File: config.mk
export PLATFORM = sky130hd
export DESIGN_NAME = irom_loader
export DESIGN_NICKNAME = d
export VERILOG_FILES = /design/src/rtl/irom_loader.sv
export SDC_FILE = /design/constraint.sdc
export NUM_CORES = 1
export LEC_CHECK = 0
export CORE_AREA = 2 2 87 151
export CTS_BUF_LIST = sky130_fd_sc_hd__clkbuf_16
export DETAILED_ROUTE_END_ITERATION = 7
export DIE_AREA = 0 0 89 153
export PLACE_DENSITY = 0.73
export REMOVE_ABC_BUFFERS = 1
export SLEW_MARGIN = 20
export SYNTH_ARGS = -nofsm -noshare
export SYNTH_HDL_FRONTEND = slang
export SYNTH_SLANG_ARGS = --single-unit
File: constraint.sdc
create_clock -name clk -period 6.2 [get_ports clk]
set_input_delay 1.24 -clock clk [delete_from_list [all_inputs] [get_ports clk]]
set_output_delay 1.24 -clock clk [all_outputs]
set_load 0.02 [all_outputs]
File: src/rtl/irom_loader.sv
// irom_loader: boot loader that fills instruction memory from a framed byte stream.
//
// Frame: MAGIC, CNT_LO, CNT_HI, 4*N data bytes (little-endian words), CSUM (XOR of data).
// The core is held in reset (cpu_rst_n low) until a frame completes with a good checksum.
//
// Ports:
//   clk, rst_n      system clock, synchronous active-low reset
//   s_valid/s_data  input byte stream; s_ready accepts (always 1 once out of reset)
//   imem_we         one-cycle write strobe per assembled word
//   imem_addr       word address of the write (holds last value when idle)
//   imem_wdata      assembled 32-bit word (holds last value when idle)
//   cpu_rst_n       core reset, high only after a good load
//   load_busy       frame in progress
//   load_done       last frame loaded with good checksum
//   load_err        last frame failed (oversize count or bad checksum)
//
// state  | meaning
// IDLE   | waiting for MAGIC, other bytes dropped
// CNT_LO | expecting low byte of word count
// CNT_HI | expecting high byte of word count
// DATA   | collecting data bytes, writing each completed word
// CSUM   | expecting checksum byte
// DONE   | good load, core released; MAGIC restarts
// ERR    | failed load, core held; MAGIC restarts
module irom_loader #(
   parameter int          ADDR_W = 14,
   parameter int          DEPTH  = 16384,
   parameter logic [7:0]  MAGIC  = 8'hA5
) (
   input  logic              clk,
   input  logic              rst_n,
   input  logic              s_valid,
   input  logic [7:0]        s_data,
   output logic              s_ready,
   output logic              imem_we,
   output logic [ADDR_W-1:0] imem_addr,
   output logic [31:0]       imem_wdata,
   output logic              cpu_rst_n,
   output logic              load_busy,
   output logic              load_done,
   output logic              load_err
);

   typedef enum logic [2:0] {
      IDLE   = 3'd0,
      CNT_LO = 3'd1,
      CNT_HI = 3'd2,
      DATA   = 3'd3,
      CSUM   = 3'd4,
      DONE   = 3'd5,
      ERR    = 3'd6
   } state_t;

   state_t          state;
   logic [7:0]      cnt_lo;
   logic [ADDR_W:0] word_total;
   // One extra bit so a count equal to DEPTH terminates without wrapping.
   logic [ADDR_W:0] word_cnt;
   logic [1:0]      byte_cnt;
   logic [23:0]     word_buf;
   logic [7:0]      csum;

   logic            accept;
   logic [15:0]     n_words;
   logic [ADDR_W:0] word_cnt_inc;

   assign accept       = s_valid && s_ready;
   assign n_words      = {s_data, cnt_lo};
   assign word_cnt_inc = word_cnt + 1'b1;

   always_ff @(posedge clk) begin
      if (!rst_n) begin
         state      <= IDLE;
         s_ready    <= 1'b0;
         imem_we    <= 1'b0;
         imem_addr  <= '0;
         imem_wdata <= '0;
         cpu_rst_n  <= 1'b0;
         load_busy  <= 1'b0;
         load_done  <= 1'b0;
         load_err   <= 1'b0;
         cnt_lo     <= '0;
         word_total <= '0;
         word_cnt   <= '0;
         byte_cnt   <= '0;
         word_buf   <= '0;
         csum       <= '0;
      end else begin
         s_ready <= 1'b1;
         imem_we <= 1'b0;
         if (accept) begin
            case (state)
               IDLE, DONE, ERR: begin
                  if (s_data == MAGIC) begin
                     state     <= CNT_LO;
                     cpu_rst_n <= 1'b0;
                     load_busy <= 1'b1;
                     load_done <= 1'b0;
                     load_err  <= 1'b0;
                  end
               end
               CNT_LO: begin
                  cnt_lo <= s_data;
                  state  <= CNT_HI;
               end
               CNT_HI: begin
                  word_cnt <= '0;
                  byte_cnt <= '0;
                  csum     <= '0;
                  if (n_words == 16'd0) begin
                     state <= CSUM;
                  end else if (32'(n_words) > DEPTH) begin
                     state     <= ERR;
                     load_err  <= 1'b1;
                     load_busy <= 1'b0;
                     cpu_rst_n <= 1'b0;
                  end else begin
                     // Count fits in ADDR_W+1 bits once it is known to be <= DEPTH.
                     word_total <= n_words[ADDR_W:0];
                     state      <= DATA;
                  end
               end
               DATA: begin
                  csum     <= csum ^ s_data;
                  byte_cnt <= byte_cnt + 2'd1;
                  word_buf <= {s_data, word_buf[23:8]};
                  if (byte_cnt == 2'd3) begin
                     imem_we    <= 1'b1;
                     imem_addr  <= word_cnt[ADDR_W-1:0];
                     imem_wdata <= {s_data, word_buf};
                     word_cnt   <= word_cnt_inc;
                     if (word_cnt_inc == word_total) begin
                        state <= CSUM;
                     end
                  end
               end
               CSUM: begin
                  load_busy <= 1'b0;
                  if (s_data == csum) begin
                     state     <= DONE;
                     load_done <= 1'b1;
                     cpu_rst_n <= 1'b1;
                  end else begin
                     state     <= ERR;
                     load_err  <= 1'b1;
                     cpu_rst_n <= 1'b0;
                  end
               end
               default: state <= IDLE;
            endcase
         end
      end
   end

endmodule

# After elaboration in Yosys (flattened, before gate mapping)
# Cells that the tools add are included.
[totals]
elab_cells = 82
output_inout_bits = 52
register_bits = 127
in_bits = 11
[classes]
reduce_logical = 18
bitwise_logic = 3
mux = 26
add_sub_neg = 2
n_eq_ne = 17
magnitude_cmp = 1
[op_table]
columns = ["cell", "n"]
rows = [
  ["$pmux 15 s2", 1],
  ["$gt 16x15->1 const B", 1],
  ["$logic_not 16->1", 1],
  ["$pmux 8 s2", 1],
  ["$add 15x1->15 const B", 1],
  ["$eq 15x15->1", 1],
  ["$mux 15", 1],
  ["$mux 3", 5],
  ["$pmux 3 s5", 1],
  ["$ne 2x2->1 const B", 7],
  ["$reduce_and 4->1", 3],
  ["$mux 1", 11],
  ["$eq 3x3->1 const B", 3],
  ["$pmux 1 s3", 3],
  ["$reduce_and 3->1", 3],
  ["$eq 8x8->1", 1],
  ["$eq 8x8->1 const B", 1],
  ["$xor 8x8->8", 1],
  ["$eq 3x2->1 const B", 2],
  ["$reduce_and 2->1", 3],
  ["$reduce_and 6->1", 1],
  ["$reduce_and 5->1", 1],
  ["$pmux 2 s2", 1],
  ["$reduce_bool 2->1", 2],
  ["other kinds (10)", 11],
]

# Logic depth before layout (Yosys ltp)
[depth]
word_depth = 5
ltp_mapped = 9
depth_no_buf = 7

# Least setup slack after synthesis
# No wires, ideal clock.
[synth_path]
path_type = "input-to-reg"
from = "input s_data[2]"
to = "register state[1]"
required_ns = 6.078
path_stages = 7
arrival_ns = 2.913
n_path_buf = 1
setup_ns = 0.122
path_slack_ns = 3.165
cell_sequence = "clkbuf_1 nor2b_1 or4_1 o311ai_1 o311ai_0 nor4_1 nor2_1"
[synth_between]
elab_chain_cells = 3
elab_cells_between_ends = 8
cone_classes = "3 x eq/ne; 3 x mux; 2 x reduce/logical"
[synth_lines]
columns = ["element", "line_no", "rtl"]
rows = [
  ["from (decl)", "33", "input logic [7:0] s_data,"],
  ["$eq 8x8->1 (tied with other cells)", "139", "if (s_data == csum) begin"],
  ["$mux 2 (tied with other cells)", "139", ""],
  ["$pmux 3 s5 / $reduce_and 4->1 (equally long branches)", "-", ""],
  ["to (signal assigned)", "95", "state <= CNT_LO;"],
  ["to (signal assigned)", "140", "state <= DONE;"],
  ["to (signal assigned)", "144", "state <= ERR;"],
  ["to (decl)", "54", "state_t state;"],
]
# Parallel ways exist; a longest one is shown, timed or not.
# A chain may end at the register's enable or synchronous reset.

# Worst setup path in the final report
[layout_path]
from = "input s_data[2]"
to = "register word_total[9]"
[layout_between]
elab_chain_cells = 3
elab_cells_between_ends = 5
cone_classes = "1 x order compare; 2 x bitwise; 2 x reduce/logical"
[layout_lines]
columns = ["element", "line_no", "rtl"]
rows = [
  ["$gt 16x15->1 / $logic_not 16->1 (equally long branches)", "112, 110", ""],
  ["$not 1->1 (no source line)", "-", ""],
  ["$reduce_and 4->1 (no source line) (*)", "-", ""],
  ["to (signal assigned)", "119", "word_total <= n_words[ADDR_W:0];"],
  ["to (decl)", "56", "logic [ADDR_W:0] word_total;"],
]
# Mark *: on every way between the ends. The rest lies on a longest branch, timed or not.

==> summary.md <==
| Metric | Value |
|---|---|
| Antenna viol nets, final | 0 |
| Clk_skew | 0.00711 ns |
| Pwr Density | 269 nW/um^2 |
| Crit. End Element | flip-flop |
| Vias in the first global route | 4753 |
| Fin. Hold Viols | 0 |
| Sequential-to-total area share from yosys stat | 0.467 |
| Cts bufs inserted | 17 |
| Slowest Stage Delay on Critical Path | 0.68 ns |
| CTS HTree Levels | 4 |
| Clock root buffer | clkbuf_16 |
| Synthesis-to-finish area growth | 22.5% |
| Number of I/O port buffers | 62 |
| Nets@finish | 746 |
| HPWL after detailed placement | 8840 microns |
| Design Area, Final | 6680 sq um |
| Post-cts resize count | 0 |
| Synth Instances | 701 |
| Via density | 5.36 |
| Antenna Cells | 0 |
| RSZ-0062 raised after global routing | no |
| 1st-iter DRT viols | 284 |
| Setup TNS | 0 ns |
| Crit-path cells | clkdlybuf4s50_1 -> nor4_1 -> nand4_1 -> mux2i_1 -> buf_4 -> nor2_1 -> nand2_1 -> a21oi_1 |
| Clk sinks | 127 |
| CTS Buffer Depth | 2 |
| CTS tree | built |
| Gr ovfl total | 0 |
| Remaining DRCs | 0 |
| Fin Hold WS | 0.449 ns |
| Vias | 4897 |
| Flip-flop and latch count after synthesis | 127 |
| Worst Tran Pin Value | 1.04 ns |
| Routed WL | 13100 microns |
| Max Fanout on Critical Path | 19 |
| Leakage | 2.25 nW |
| Slowest CP cell | nor2_1 |
| Async S/R FF share, synth | 0 |
| Critical Path AT | 3.93 ns |
| Post-Syn Area | 5450 sq um |
| Post-CTS setup buffers | 0 |
| Die area | 13600 sq um |
| Final period util | 0.582 |
| Top_reg_cell synth | dfxtp_1 |
| Synth warn | 0 |
| Crit start category | primary input |
| DR WL met3 | 544 microns |
| Pin count of the biggest net entering global routing | 78 |
| Post-CTS Hold Buffers | 0 |
| WL/cell | 14.3 microns |
| IO Pins | 63 |
| Dpl cell area | 6110 sq um |
| Max-Cap Viols | 0 |
| Initial Util | 0.438 |
| Max Used Layer | met4 |
| Initial DRT Pass Iterations | 5 |
| Max Transition Viols Final | 0 |
| Worst Path Required | 6.52 ns |
| Rel. slew slack | 0.305 |
| Outcome | finished clean |
| Metal2 WL | 6860 microns |
| Worst min path class | flip-flop to flip-flop |
| Core area | 12400 sq um |
| GPL Wtd Cong | 0.893 |
| Die span in x | 89 microns |
| Tot Pwr | 0.00180 W |
| EDFF count, synth | 0 |
| Most frequent cells in the layout | nand2_1, dfxtp_1, a21oi_1, clkdlybuf4s50_1, nor2_1 |
| Final setup viols | 0 |
| First-pass GRT wire length | 22100 microns |
| Minimum clock period | 3.61 ns |
| GRT Overall Usage | 0.204 |
| F_max | 277 MHz |
| Syn_area_per_cell | 7.77 sq um |
| Row count | 54 |
| Reg clk slew, reported paths | 0.06 ns |
| M1 WL | 5220 microns |
| Commonest non-fill, non-tap cell in the layout | nand2_1 |
| Clk_lat worst skew | 0.42 ns |
| Worst vdd rail ir drop | 0.265 mV |
| Die Span Y | 153 microns |
| Initial antenna violation count | 0 |
| Post-synth cell types | 53 |
| Final Core Density | 0.537 |
| Crit path kind | primary input to flip-flop |
| Ratio of cells with drive above 1 in the final layout | 0.0617 |
synthesized netlist by cell type, types with 2 or more instances:
cell type    n  area, sq um
a211oi_1     3         22.5
a21oi_1    111          556
a22oi_1      6         45.0
a311oi_1     2         17.5
and2_1       2         12.5
and3_1       2         12.5
and4_1       3         26.3
and4b_1      2         20.0
buf_1        2         7.51
buf_2        4         20.0
buf_4        2         15.0
clkbuf_1    46          173
dfxtp_1    127         2540
ha_1         2         25.0
inv_1        5         18.8
mux2i_1      9         90.1
nand2_1    189          709
nand3_1     10         50.1
nand4_1      7         43.8
nor2_1      39          146
nor2b_1     11         68.8
nor3_1       9         45.0
nor3b_1      2         15.0
nor4_1       8         50.1
o211a_1      2         20.0
o211ai_1     3         22.5
o21ai_0     32          160
o221ai_1     3         26.3
o31ai_1      4         30.0
or2_2        2         12.5
or3_1        2         12.5
or4_1        5         37.5
xnor2_1     18          158
xor2_1       8         70.1
worst max-delay path: cells and delay by family:
| family | cells | cell delay (ns) |
|---|---|---|
| AOI/OAI and AO/OA | 1 | 0.17 |
| buffers and inverters | 2 | 0.86 |
| muxes | 1 | 0.16 |
| and+or+nand+nor | 4 | 1.50 |
cell families after synthesis:
logic type | after synthesis | share of synthesized area
and+or+nand+nor | 299 | 0.242
AOI/OAI and AO/OA | 177 | 0.182
DFF | 127 | 0.467
buffers and inverters | 60 | 0.0436
xor gates and xnor gates | 27 | 0.0448
muxes | 9 | 0.0165
adders and majority gates | 2 | 0.00459
through the flow:
| step | setup WS (ns) | cells |
|---|---|---|
| global route | 2.34 | 914 |
| floorplan | 2.79 | 647 |
| detailed placement | 2.20 | 882 |
| finish | 2.59 | 914 |
| CTS | 2.63 | 914 |
| global placement | 2.24 | 882 |
final cells by class:
type / instances / area [sq um]
Fill cell: 1199 / 5760
Multi-Input combinational cell: 514 / 2680
Sequential cell: 127 / 2540
Timing Repair Buffer: 67 / 658
Clock buffer: 17 / 425
Tap cell: 168 / 210
Clock inverter: 15 / 139
Inverter: 6 / 23.8
final timing paths:
path,from,cells past startpoint,end,slack (ns)
worst max-delay path,s_data[2],8,word_total[9],2.59
worst min-delay path,word_buf[4],2,imem_wdata[4],0.45
worst max register to register,word_cnt[0],7,state[2],3.15
worst min register to register,word_buf[4],2,imem_wdata[4],0.45
registers in the layout (all words and copies together) (netlist names):
| signal | flops |
|---|---|
| byte_cnt | 2 |
| cnt_lo | 8 |
| cpu_rst_n | 1 |
| csum | 8 |
| imem_addr | 14 |
| imem_wdata | 32 |
| imem_we | 1 |
| load_busy | 1 |
| load_done | 1 |
| load_err | 1 |
| s_ready | 1 |
| state | 3 |
| word_buf | 24 |
| word_cnt | 15 |
| word_total | 15 |
report_power, final:
group | total (W) | switching, W | internal (W)
sequential | 0.000817 | 0.000000501 | 0.000817
combinational | 0.0000388 | 0.0000273 | 0.0000114
clock | 0.000942 | 0.000387 | 0.000555
total | 0.00180 | 0.000414 | 0.00138
routing by layer:
metal | track usage | up-vias
met3 | 0.0427 | 36
li1 | - | 2458
met4 | 0.104 | 0
met1 | 0.224 | 2280
met5 | 0 | -
met2 | 0.358 | 123
Power figures use the tool's default switching activity.
